$ cat src/rtl/ram_test_sequencer.sv
// Wishbone initiator that writes a pass-dependent pattern over a RAM window, reads it back, and repeats until a mismatch.
// Optional ack timeout is built only when RAM_TEST_ACK_TIMEOUT_EN is defined.
module ram_test_sequencer #(
  parameter int          ADDRESS_WIDTH  = 8,
  parameter logic [31:0] SEED           = 32'hA5C3_0F1E,
  parameter int          TIMEOUT_CYCLES = 1023
) (
  input  logic        pinClock,
  input  logic        pinReset,
  output logic [7:0]  pinLeds,
  output logic        pinWbCycleStrobe,
  output logic        pinWbWriteEnable,
  output logic [31:0] pinWbAddress,
  output logic [31:0] pinWbWriteData,
  input  logic [31:0] pinWbReadData,
  input  logic        pinWbAck,
  output logic        pinFailed,
  output logic        pinTimedOut,
  output logic [15:0] pinPassCount
);

  typedef enum logic [2:0] {
    ST_START, ST_WR_REQ, ST_WR_GAP, ST_WR_GAP_LAST,
    ST_RD_REQ, ST_RD_GAP, ST_PASS_DONE, ST_FAIL
  } state_t;

  localparam logic [ADDRESS_WIDTH-1:0] LAST_ADDR = '1;

  state_t                   state_q, state_d;
  logic [ADDRESS_WIDTH-1:0] addr_q, addr_d;
  logic [15:0]              pass_q, pass_d;
  logic [31:0]              wdata_q, wdata_d;
  logic                     we_q, we_d;
  logic [7:0]               leds_q, leds_d;
  logic                     failed_q, failed_d;
  logic                     timed_out_q, timed_out_d;
  logic                     strobe, ack, is_last, tmo_hit;
  logic [6:0]               fail_addr7;

  function automatic logic [31:0] pattern(input logic [ADDRESS_WIDTH-1:0] a, input logic [15:0] p);
    logic [31:0] v;
    v = SEED ^ {p[7:0], 24'h0} ^ 32'(a);
    return p[0] ? ~v : v;
  endfunction

  // Strobe is the only output decoded from state, so an async reset drops it at once.
  assign strobe     = (state_q == ST_WR_REQ) || (state_q == ST_RD_REQ);
  assign ack        = strobe && pinWbAck;
  assign is_last    = (addr_q == LAST_ADDR);
  assign fail_addr7 = 7'(addr_q);

`ifdef RAM_TEST_ACK_TIMEOUT_EN
  localparam int TMO_W = $clog2(TIMEOUT_CYCLES + 1);
  logic [TMO_W-1:0] tmo_q, tmo_d;

  // Counts strobe-high cycles without ack; strobe-low cycles clear it, covering the rising edge.
  assign tmo_d   = (strobe && !pinWbAck) ? tmo_q + TMO_W'(1) : '0;
  assign tmo_hit = strobe && !pinWbAck && (tmo_q == TMO_W'(TIMEOUT_CYCLES - 1));

  always_ff @(posedge pinClock or posedge pinReset) begin
    if (pinReset) tmo_q <= '0;
    else          tmo_q <= tmo_d;
  end
`else
  assign tmo_hit = 1'b0;
`endif

  always_comb begin
    state_d     = state_q;
    addr_d      = addr_q;
    pass_d      = pass_q;
    failed_d    = failed_q;
    timed_out_d = timed_out_q;
    unique case (state_q)
      ST_START: state_d = ST_WR_REQ;
      ST_WR_REQ: begin
        if (ack) begin
          if (is_last) begin
            addr_d  = '0;
            state_d = ST_WR_GAP_LAST;
          end else begin
            addr_d  = addr_q + ADDRESS_WIDTH'(1);
            state_d = ST_WR_GAP;
          end
        end
      end
      ST_WR_GAP:      state_d = ST_WR_REQ;
      ST_WR_GAP_LAST: state_d = ST_RD_REQ;
      ST_RD_REQ: begin
        if (ack) begin
          if (pinWbReadData != pattern(addr_q, pass_q)) begin
            state_d  = ST_FAIL;
            failed_d = 1'b1;
          end else if (is_last) begin
            state_d = ST_PASS_DONE;
          end else begin
            addr_d  = addr_q + ADDRESS_WIDTH'(1);
            state_d = ST_RD_GAP;
          end
        end
      end
      ST_RD_GAP: state_d = ST_RD_REQ;
      ST_PASS_DONE: begin
        pass_d  = pass_q + 16'd1;
        addr_d  = '0;
        state_d = ST_WR_REQ;
      end
      ST_FAIL: state_d = ST_FAIL;
      default: state_d = ST_START;
    endcase

    if (tmo_hit) begin
      state_d     = ST_FAIL;
      addr_d      = addr_q;
      failed_d    = 1'b1;
      timed_out_d = 1'b1;
    end

    // Registered outputs are computed from next-state values so they line up with state_q.
    we_d    = (state_d == ST_WR_REQ);
    wdata_d = pattern(addr_d, pass_d);
    if (state_d == ST_FAIL)
      leds_d = {1'b1, fail_addr7};
    else
      leds_d = {1'b0, (state_d == ST_RD_REQ) || (state_d == ST_RD_GAP), pass_d[5:0]};
  end

  always_ff @(posedge pinClock or posedge pinReset) begin
    if (pinReset) begin
      state_q     <= ST_START;
      addr_q      <= '0;
      pass_q      <= '0;
      wdata_q     <= '0;
      we_q        <= 1'b0;
      leds_q      <= 8'h00;
      failed_q    <= 1'b0;
      timed_out_q <= 1'b0;
    end else begin
      state_q     <= state_d;
      addr_q      <= addr_d;
      pass_q      <= pass_d;
      wdata_q     <= wdata_d;
      we_q        <= we_d;
      leds_q      <= leds_d;
      failed_q    <= failed_d;
      timed_out_q <= timed_out_d;
    end
  end

  assign pinWbCycleStrobe = strobe;
  assign pinWbWriteEnable = we_q;
  assign pinWbAddress     = 32'(addr_q);
  assign pinWbWriteData   = wdata_q;
  assign pinLeds          = leds_q;
  assign pinFailed        = failed_q;
  assign pinTimedOut      = timed_out_q;
  assign pinPassCount     = pass_q;

endmodule
$ cat config.mk
export PLATFORM = sky130hd
export DESIGN_NAME = ram_test_sequencer
export DESIGN_NICKNAME = d
export VERILOG_FILES = /design/src/rtl/ram_test_sequencer.sv
export SDC_FILE = /design/constraint.sdc
export NUM_CORES = 1
export LEC_CHECK = 0
export ABC_AREA = 1
export CAP_MARGIN = 20
export CORE_MARGIN = 5
export CORE_UTILIZATION = 46
export CTS_CLUSTER_DIAMETER = 100
export DETAILED_ROUTE_END_ITERATION = 6
export PLACE_DENSITY = 0.8
export SETUP_SLACK_MARGIN = 0.2
export SYNTH_ARGS = -nofsm -noshare
export SYNTH_HDL_FRONTEND = slang
export SYNTH_SLANG_ARGS = --single-unit
$ cat constraint.sdc
create_clock -name pinClock -period 2.7 [get_ports pinClock]
set_clock_uncertainty 0.2 [all_clocks]
set_input_delay 0.405 -clock pinClock [delete_from_list [all_inputs] [get_ports pinClock]]
set_output_delay 0.405 -clock pinClock [all_outputs]
set_load 0.05 [all_outputs]
==> flow_summary.json, run 1 <==
{
  "drc": 0,
  "netlist_instances": 549,
  "ys_async_sr_fraction_pct": 100,
  "synth_top_area_cell": "dfrtp_1",
  "yosys_warnings": 0,
  "die_w_um": 100,
  "final_nets": 688,
  "synth_compound_area_share_pct": 3.39,
  "die-area_um2": 10000,
  "ant_nets": 0,
  "h-tree-depth": 2,
  "die_h_um": 100,
  "cp_slowest_cell": "clkdlybuf4s50_1",
  "slew_viol_final": 0,
  "drtIter0Drc": 212,
  "setup_viol": 0,
  "cts_made_buffers": 5,
  "worst_slew_pin_slew_ns": 0.590,
  "yosysSeqAreaShare_pct": 36.2,
  "finalSetupTns_ns": 0,
  "first_global_vias": 3616,
  "cts_sinks": 54,
  "ys_ff_latch": 54,
  "worstPathRequired_ns": 2.10,
  "syn_area_um2": 3730,
  "cp_slowest_stage_delay_ns": 0.82,
  "synthAdderAreaFrac_pct": 1.01,
  "synth-edff-count": 0,
  "clockRootBuffer": "clkbuf_8",
  "powerDensity_nw_per_um2": 1240,
  "via_count": 3745,
  "vdd_drop_max_v": 0.000861,
  "grt_pass1_wl_um": 17400,
  "antenna_cells": 0,
  "gp_congestion": 0.924,
  "hold_buffers": 0,
  "coreArea_um2": 7810,
  "endpoint_kind": "output pin",
  "ys_top_cells_by_area": "dfrtp_1 (36%), nand2_1 (19%), buf_4 (8.0%), nand3_1 (7.6%), inv_1 (7.4%)",
  "synth_commonest_cells": "nand2_1 (193), inv_1 (74), nand3_1 (57)",
  "io_buffers": 101,
  "outcome": "finished clean",
  "cp-start-kind": "flip-flop",
  "wire_per_inst_um": 14.6,
  "worstPathArrival_ns": 1.88,
  "num_rows": 32,
  "worstSkewPairLatency_ns": 0.32,
  "max_slew_margin_pct": 60.6,
  "crit_type": "flip-flop to output pin",
  "io_pins": 127,
  "start_util_pct": 47.8,
  "rsz0062_at_grt": "true",
  "finalPower_mw": 6.09,
  "routed_wl_um": 11000,
  "synth_top_area_share_pct": 36.2,
  "yosys_most_used_dff": "dfrtp_1",
  "min_period_ns": 2.49,
  "muxShareOfSynthArea_pct": 0,
  "clkSlewWorstSetupHoldPaths_ns": 0.11,
  "finalCritPeriodShare_pct": 92.0,
  "synth-xor-area-share_pct": 5.40,
  "cts_tree": "built",
  "synth_top_family_by_area": "simple AND/OR/NAND/NOR gates",
  "area_growth_pct": 31.7,
  "yosysUniqueCellTypes": 32,
  "layout-drive-gt1-share_pct": 7.68,
  "p_leak_nw": 2.60,
  "synth_simple_gate_area_share_pct": 37.1,
  "grt-ovfl-total": 0,
  "hold_viol": 0,
  "first_pass_iters": 5,
  "hold_class": "input pin to asynchronous set/reset pin",
  "synth.most_common_cell": "nand2_1",
  "clock_path_buffers": 2,
  "worstPathMaxFanout": 11,
  "n_fill_cell": 711,
  "max_freq_ghz": 0.402,
  "post-dp-hpwl_um": 8670,
  "grt_antenna_before_repair": 0,
  "maxCapViolations": 0,
  "track_usage_pct": 21.6,
  "path_cells": "buf_4, buf_12, clkdlybuf4s50_1",
  "grt_max_degree": 32,
  "vias_per_cell": 4.97,
  "synth_area_per_cell_um2": 6.80
}
path summary, 6_finish.rpt:
kind                            slack, ns  cells past startpoint                         start                      endpoint
worst max-delay path                 0.21                      3  pinWbWriteData[21]$_DFF_PP0_               pinPassCount[0]
worst min-delay path                 0.23                      2                      pinReset  pinWbWriteData[24]$_DFF_PP0_
worst max register to register       0.35                     13  pinWbWriteData[21]$_DFF_PP0_          pinLeds[4]$_DFF_PP0_
worst min register to register       0.29                      1  pinPassCount[15]$_DFFE_PP0P_  pinPassCount[15]$_DFFE_PP0P_
max in group asynchronous            1.51                      3                      pinReset           addr_q[2]$_DFF_PP0_
min in group pinClock                0.29                      1  pinPassCount[15]$_DFFE_PP0P_  pinPassCount[15]$_DFFE_PP0P_
sequential cells by signal (all words and copies together), names as in the netlist:
signal	flops
addr_q	8
pinPassCount	15
pinWbWriteEnable	1
pinWbWriteData	18
state_q	3
pinFailed	1
pinLeds	8
area by class of cell:
| class | instances | area, um2 | area share [%] |
|---|---|---|---|
| Tap cell | 102 | 128 | 2.60 |
| Sequential cell | 54 | 1350 | 27.5 |
| Inverter | 76 | 288 | 5.86 |
| Clock buffer | 5 | 68.8 | 1.40 |
| Timing Repair Buffer | 117 | 1160 | 23.5 |
| Clock inverter | 3 | 28.8 | 0.586 |
| Multi-Input combinational cell | 396 | 1890 | 38.5 |
cell families after synthesis:
group                      after synthesis
and+or+nand+nor                        323
xor gates and xnor gates                23
other                                    2
AOI/OAI and AO/OA                       21
adders and majority gates                3
DFF                                     54
buffers and inverters                  123
metrics by stage:
step	std cells	util [%]	setup WS [ns]	instance area [um2]	hold WS, ns
2_1_floorplan	573	-	0.227	3820	0.461
3_3_place_gp	742	60.6	0.195	4730	0.271
3_5_place_dp	742	60.6	0.101	4730	0.272
4_1_cts	752	62.2	0.268	4860	0.247
5_1_grt	753	62.9	0.152	4910	0.278
6_report	753	62.9	0.215	4910	0.228
cell usage in the layout, fill, tap and decap left out, types with 4 or more instances in the layout:
cell type and count:
a21oi_1 4, buf_4 14, clkbuf_8 5, clkdlybuf4s50_1 100, conb_1 26, dfrtp_1 52, inv_1 73, nand2_1 192
nand3_1 57, nand4_1 10, nor2_1 38, nor2_2 6, nor3_1 4, nor3_2 4, o21ai_0 9, xnor2_1 5
xor2_1 18
report_power, final:
group | internal (mW) | switching [mW] | leakage [nW] | total (mW)
Combinational | 1.35 | 2.94 | 1.87 | 4.28
Sequential | 1.08 | 0.225 | 0.680 | 1.30
Clock | 0.195 | 0.306 | 0.0506 | 0.501
metal layers:
layer	vias to the layer above	part of all wire [%]	global-route usage [%]
met4	0	2.9	7.98
met3	32	6.7	4.10
li1	1833	-	-
met5	-	0	0
met2	152	50	37.5
met1	1728	40	26.6
what timing repair did:
| item | 4_1_cts | 5_1_grt |
|---|---|---|
| resized for setup | 1 | 11 |
| setup buffers | 2 | 1 |
| pin swaps | 0 | 3 |
| endpoints found under the setup margin | 12 | 22 |
worst max-delay path: cells and delay by family, from the launching register on:
family / cells / cell delay [ns]
buf+inv: 3 / 1.08
flops: 1 / 0.48
Note: power is estimated with default switching activity, not from simulation.
==> run 2, diff against run 1 <==
--- a/config.mk
+++ b/config.mk
@@ -11,6 +11,7 @@
 export CORE_UTILIZATION = 46
 export CTS_CLUSTER_DIAMETER = 100
 export DETAILED_ROUTE_END_ITERATION = 6
+export GPL_ROUTABILITY_DRIVEN = 0
 export PLACE_DENSITY = 0.8
 export SETUP_SLACK_MARGIN = 0.2
 export SYNTH_ARGS = -nofsm -noshare
==> flow_summary.json, run 2 (synthesis gave the netlist of run 1 again) <==
{
  "track_usage_pct": 20.6,
  "finalSetupTns_ns": 0,
  "p_switching_mw": 3.41,
  "drtIter0Drc": 214,
  "first_global_vias": 3521,
  "n_fill_cell": 721,
  "max_freq_ghz": 0.402,
  "layout-drive-gt1-share_pct": 6.34,
  "endpoint_kind": "output pin",
  "rrSetupSlack_ns": 0.30,
  "routed_wl_um": 10400,
  "post-dp-hpwl_um": 8240,
  "cp_slowest_stage_delay_ns": 0.81,
  "worstSkewPairLatency_ns": 0.31,
  "worstPathRequired_ns": 2.10,
  "antenna_cells": 0,
  "worst_slew_pin_slew_ns": 0.525,
  "swShare_pct": 56.8,
  "post-route-util_pct": 62.6,
  "power_frac_seq_pct": 22.0,
  "p_comb_share_pct": 70.0,
  "min_period_ns": 2.49,
  "finalCritPeriodShare_pct": 92.1,
  "final_common_cell": "nand2_1",
  "instances_no_fill": 749,
  "clkSlewWorstSetupHoldPaths_ns": 0.10,
  "power_frac_clock_pct": 8.0,
  "placed_cell_area_um2": 4700,
  "drc": 0,
  "hold_viol": 0,
  "hold_class": "input pin to asynchronous set/reset pin",
  "ant_nets": 0,
  "regToRegStartpoint": "pinWbWriteData[21]$_DFF_PP0_",
  "final_cell_mix": "nand2_1 (193), clkdlybuf4s50_1 (93), inv_1 (73), nand3_1 (57), dfrtp_1 (53)",
  "largest_register_ffs": 18,
  "cp-startpoint": "pinWbWriteData[21]$_DFF_PP0_",
  "grt_max_degree": 35,
  "io_pins": 127,
  "h-tree-depth": 2,
  "coreArea_um2": 7810,
  "first_pass_iters": 5,
  "maxCapViolations": 0,
  "r2r_cells": 16,
  "powerDensity_nw_per_um2": 1230,
  "cp-endpoint": "pinPassCount[0]",
  "die_w_um": 100,
  "setup_viol": 0,
  "grt_antenna_before_repair": 0,
  "num_rows": 32,
  "final_nets": 684,
  "rsz0062_at_grt": "true",
  "setup_ws_ns": 0.213,
  "grt-ovfl-total": 0,
  "clockRootBuffer": "clkbuf_8",
  "cts_tree": "built",
  "vias_per_cell": 5.01,
  "worstPathArrival_ns": 1.88,
  "hold_buffers": 0,
  "vdd_drop_max_v": 0.000946,
  "final_area_um2": 4890,
  "io_buffers": 101,
  "worstPathMaxFanout": 11,
  "cts_sinks": 54,
  "cts_made_buffers": 5,
  "slew_viol_final": 0,
  "timing.rr.end": "pinLeds[5]$_DFF_PP0_",
  "die_h_um": 100,
  "max_slew_margin_pct": 64.9,
  "area_growth_pct": 31.1,
  "placed_cells": 738,
  "path_cells": "buf_4, clkdlybuf4s50_1",
  "dpl_worst_slack_ns": 0.119,
  "intPower_mw": 2.60,
  "holdWs_ns": 0.203,
  "wire_per_inst_um": 13.9,
  "via_count": 3755,
  "cp-start-kind": "flip-flop",
  "grt_pass1_wl_um": 16800,
  "start_util_pct": 47.8,
  "finalPower_mw": 6.01,
  "die-area_um2": 10000,
  "p_leak_nw": 2.66,
  "cp_slowest_cell": "clkdlybuf4s50_1",
  "outcome": "finished clean",
  "clock_path_buffers": 2,
  "crit_type": "flip-flop to output pin"
}
run 2: worst min path at each step:
stage | endpoint | cells past startpoint | start
finish | pinWbWriteData[24]$_DFF_PP0_ | 2 | pinReset
global route | pinWbWriteData[24]$_DFF_PP0_ | 2 | pinReset
CTS | pinWbWriteData[24]$_DFF_PP0_ | 2 | pinReset
detailed placement | pinPassCount[12]$_DFFE_PP0P_ | 1 | pinPassCount[12]$_DFFE_PP0P_
global placement | pinPassCount[15]$_DFFE_PP0P_ | 1 | pinPassCount[15]$_DFFE_PP0P_
floorplan | state_q[2]$_DFF_PP0_ | 2 | state_q[2]$_DFF_PP0_
run 2: final cells by class:
type | instances | area, um2 | share of cell area, %
Timing Repair Buffer | 113 | 1130 | 23.2
Tap cell | 102 | 128 | 2.61
Inverter | 76 | 293 | 5.99
Multi-Input combinational cell | 396 | 1890 | 38.6
Sequential cell | 54 | 1350 | 27.7
Clock buffer | 6 | 82.6 | 1.69
Clock inverter | 2 | 16.3 | 0.333
run 2: power by group through the flow:
stage / logic [mW] / clock network [mW] / registers [mW]
after floorplan: 2.23 / 0 / 2.10
after global placement: 4.02 / 0 / 1.31
after detailed placement: 4.10 / 0 / 1.32
after CTS: 4.12 / 0.503 / 1.31
after global routing: 4.53 / 0.539 / 1.36
final: 4.20 / 0.482 / 1.32
run 2: timing repair:
action / CTS / global route
setup buffers: 0 / 3
endpoints found under the setup margin: 0 / 33
resized for setup: 0 / 21
run 2: per-layer routing:
layer	vias up	global-route usage [%]	share of wire, %
li1	1827	-	-
met1	1733	25.4	39
met2	176	36.6	51
met3	19	4.86	8.5
met4	0	4.66	1.5
met5	-	0	0
run 2: critical path, delay by kind of cell (launching register included):
kind	cells	cell delay, ns
DFF	1	0.54
buffers and inverters	2	1.04
==> run 3, diff against run 2 <==
--- a/config.mk
+++ b/config.mk
@@ -7,12 +7,14 @@
 export LEC_CHECK = 0
 export ABC_AREA = 1
 export CAP_MARGIN = 20
+export CELL_PAD_IN_SITES_DETAIL_PLACEMENT = 0
+export CELL_PAD_IN_SITES_GLOBAL_PLACEMENT = 1
 export CORE_MARGIN = 5
-export CORE_UTILIZATION = 46
-export CTS_CLUSTER_DIAMETER = 100
+export CORE_UTILIZATION = 32
+export CTS_CLUSTER_DIAMETER = 200
 export DETAILED_ROUTE_END_ITERATION = 6
 export GPL_ROUTABILITY_DRIVEN = 0
-export PLACE_DENSITY = 0.8
+export PLACE_DENSITY = 0.81
 export SETUP_SLACK_MARGIN = 0.2
 export SYNTH_ARGS = -nofsm -noshare
 export SYNTH_HDL_FRONTEND = slang
==> flow_summary.json, run 3 (synthesis gave the netlist of run 1 again) <==
{
  "grt_pass1_wl_um": 17700,
  "maxCapViolations": 0,
  "track_usage_pct": 15.2,
  "die-area_um2": 13900,
  "cp-start-kind": "flip-flop",
  "m1WireLength_um": 4810,
  "wire_per_inst_um": 13.5,
  "via_count": 3560,
  "grt_max_degree": 33,
  "final_common_cell": "nand2_1",
  "ant_nets": 0,
  "worst_slew_pin_slew_ns": 0.563,
  "coreArea_um2": 11400,
  "first_pass_iters": 4,
  "rsz0062_at_grt": "true",
  "slew_viol_final": 0,
  "antenna_cells": 0,
  "cts_tree": "built",
  "worstPathArrival_ns": 1.86,
  "max_freq_ghz": 0.406,
  "dpl_worst_slack_ns": 0.128,
  "clkSlewWorstSetupHoldPaths_ns": 0.07,
  "area_growth_pct": 33.9,
  "p_leak_nw": 2.62,
  "final_nets": 686,
  "highest-signal-layer": "met4",
  "final_area_um2": 5000,
  "powerDensity_nw_per_um2": 1240,
  "start_util_pct": 32.7,
  "hold_class": "input pin to asynchronous set/reset pin",
  "wl_met3_um": 450,
  "instances_no_fill": 792,
  "drc": 0,
  "cts_made_buffers": 5,
  "holdWs_ns": 0.256,
  "vdd_drop_max_v": 0.000922,
  "worstSkewPairLatency_ns": 0.30,
  "cp_slowest_cell": "clkdlybuf4s50_1",
  "rrSetupSlack_ns": 0.37,
  "min_period_ns": 2.46,
  "final_cell_mix": "nand2_1 (192), clkdlybuf4s50_1 (99), inv_1 (73), nand3_1 (57), dfrtp_1 (52)",
  "io_pins": 127,
  "die_h_um": 118,
  "clock_path_buffers": 2,
  "finalCritPeriodShare_pct": 91.2,
  "layout-drive-gt1-share_pct": 7.24,
  "setup_ws_ns": 0.237,
  "post-dp-hpwl_um": 8690,
  "placed_cell_area_um2": 4790,
  "routed_wl_um": 10700,
  "cp_slowest_stage_delay_ns": 0.83,
  "endpoint_kind": "output pin",
  "crit_type": "flip-flop to output pin",
  "routed-wl-met2_um": 5260,
  "num_rows": 39,
  "outcome": "finished clean",
  "drtIter0Drc": 228,
  "finalSetupTns_ns": 0,
  "n_fill_cell": 1198,
  "die_w_um": 118,
  "largest_register_ffs": 18,
  "grt-ovfl-total": 0,
  "first_global_vias": 3535,
  "hold_viol": 0,
  "io_buffers": 101,
  "max_slew_margin_pct": 62.4,
  "worstPathMaxFanout": 16,
  "path_cells": "buf_4, clkdlybuf4s50_1",
  "h-tree-depth": 2,
  "vias_per_cell": 4.49,
  "clockRootBuffer": "clkbuf_16",
  "setup_viol": 0,
  "hold_buffers": 0,
  "worstPathRequired_ns": 2.10,
  "placed_cells": 784,
  "cts_sinks": 54,
  "grt_antenna_before_repair": 0
}
==> run 3: worst paths after layout <==
| path | startpoint | end | depth (start not counted) |
|---|---|---|---|
| min in group pinClock | pinPassCount[14]$_DFFE_PP0P_ | pinPassCount[14]$_DFFE_PP0P_ | 1 |
| worst max-delay path | pinWbWriteData[21]$_DFF_PP0_ | pinWbWriteData[15] | 2 |
| worst min-delay path | pinReset | pinWbWriteData[26]$_DFF_PP0_ | 2 |
| max in group asynchronous | pinReset | addr_q[6]$_DFF_PP0_ | 3 |
| worst max register to register | pinWbWriteData[21]$_DFF_PP0_ | pinLeds[1]$_DFF_PP0_ | 13 |
| worst min register to register | pinPassCount[14]$_DFFE_PP0P_ | pinPassCount[14]$_DFFE_PP0P_ | 1 |
==> run 3: repair_timing <==
item | 4_1_cts | 5_1_grt
buffers inserted | 0 | 0
endpoints found under the setup margin | 0 | 28
resized for setup | 0 | 14
==> run 3: metal layers <==
metal  track usage [%]  up-vias
met1              20.0     1628
met3              2.84       13
li1                  -     1833
met2              25.2       86
met4              4.73        0
met5                 0        -
==> run 3: final cells by class <==
| class | count | area [um2] | share of cell area [%] |
|---|---|---|---|
| multi-input cells | 396 | 1890 | 37.8 |
| flip-flops and latches | 54 | 1350 | 27.1 |
| repair buffers | 115 | 1130 | 22.6 |
| inverters | 76 | 290 | 5.81 |
| well taps | 143 | 179 | 3.58 |
| clock buffers | 5 | 125 | 2.50 |
| clock inverters | 3 | 28.8 | 0.576 |
==> run 3: where the power goes <==
part / total [mW] / internal [mW] / switching, mW
logic: 4.19 / 1.31 / 2.88
registers: 1.31 / 1.08 / 0.231
clock network: 0.669 / 0.354 / 0.315
total: 6.17 / 2.74 / 3.43
==> run 3: critical path: cells and delay by family, from the launching register on <==
family,cells,cell delay [ns]
flip-flops,1,0.49
buffers and inverters,2,1.07
==> run 3: stage by stage <==
step	utilization [%]	power, mW
finish	43.8	6.17
floorplan	-	4.33
detailed placement	41.9	5.49
CTS	43.3	6.19
global placement	41.9	5.46
global route	43.8	6.64
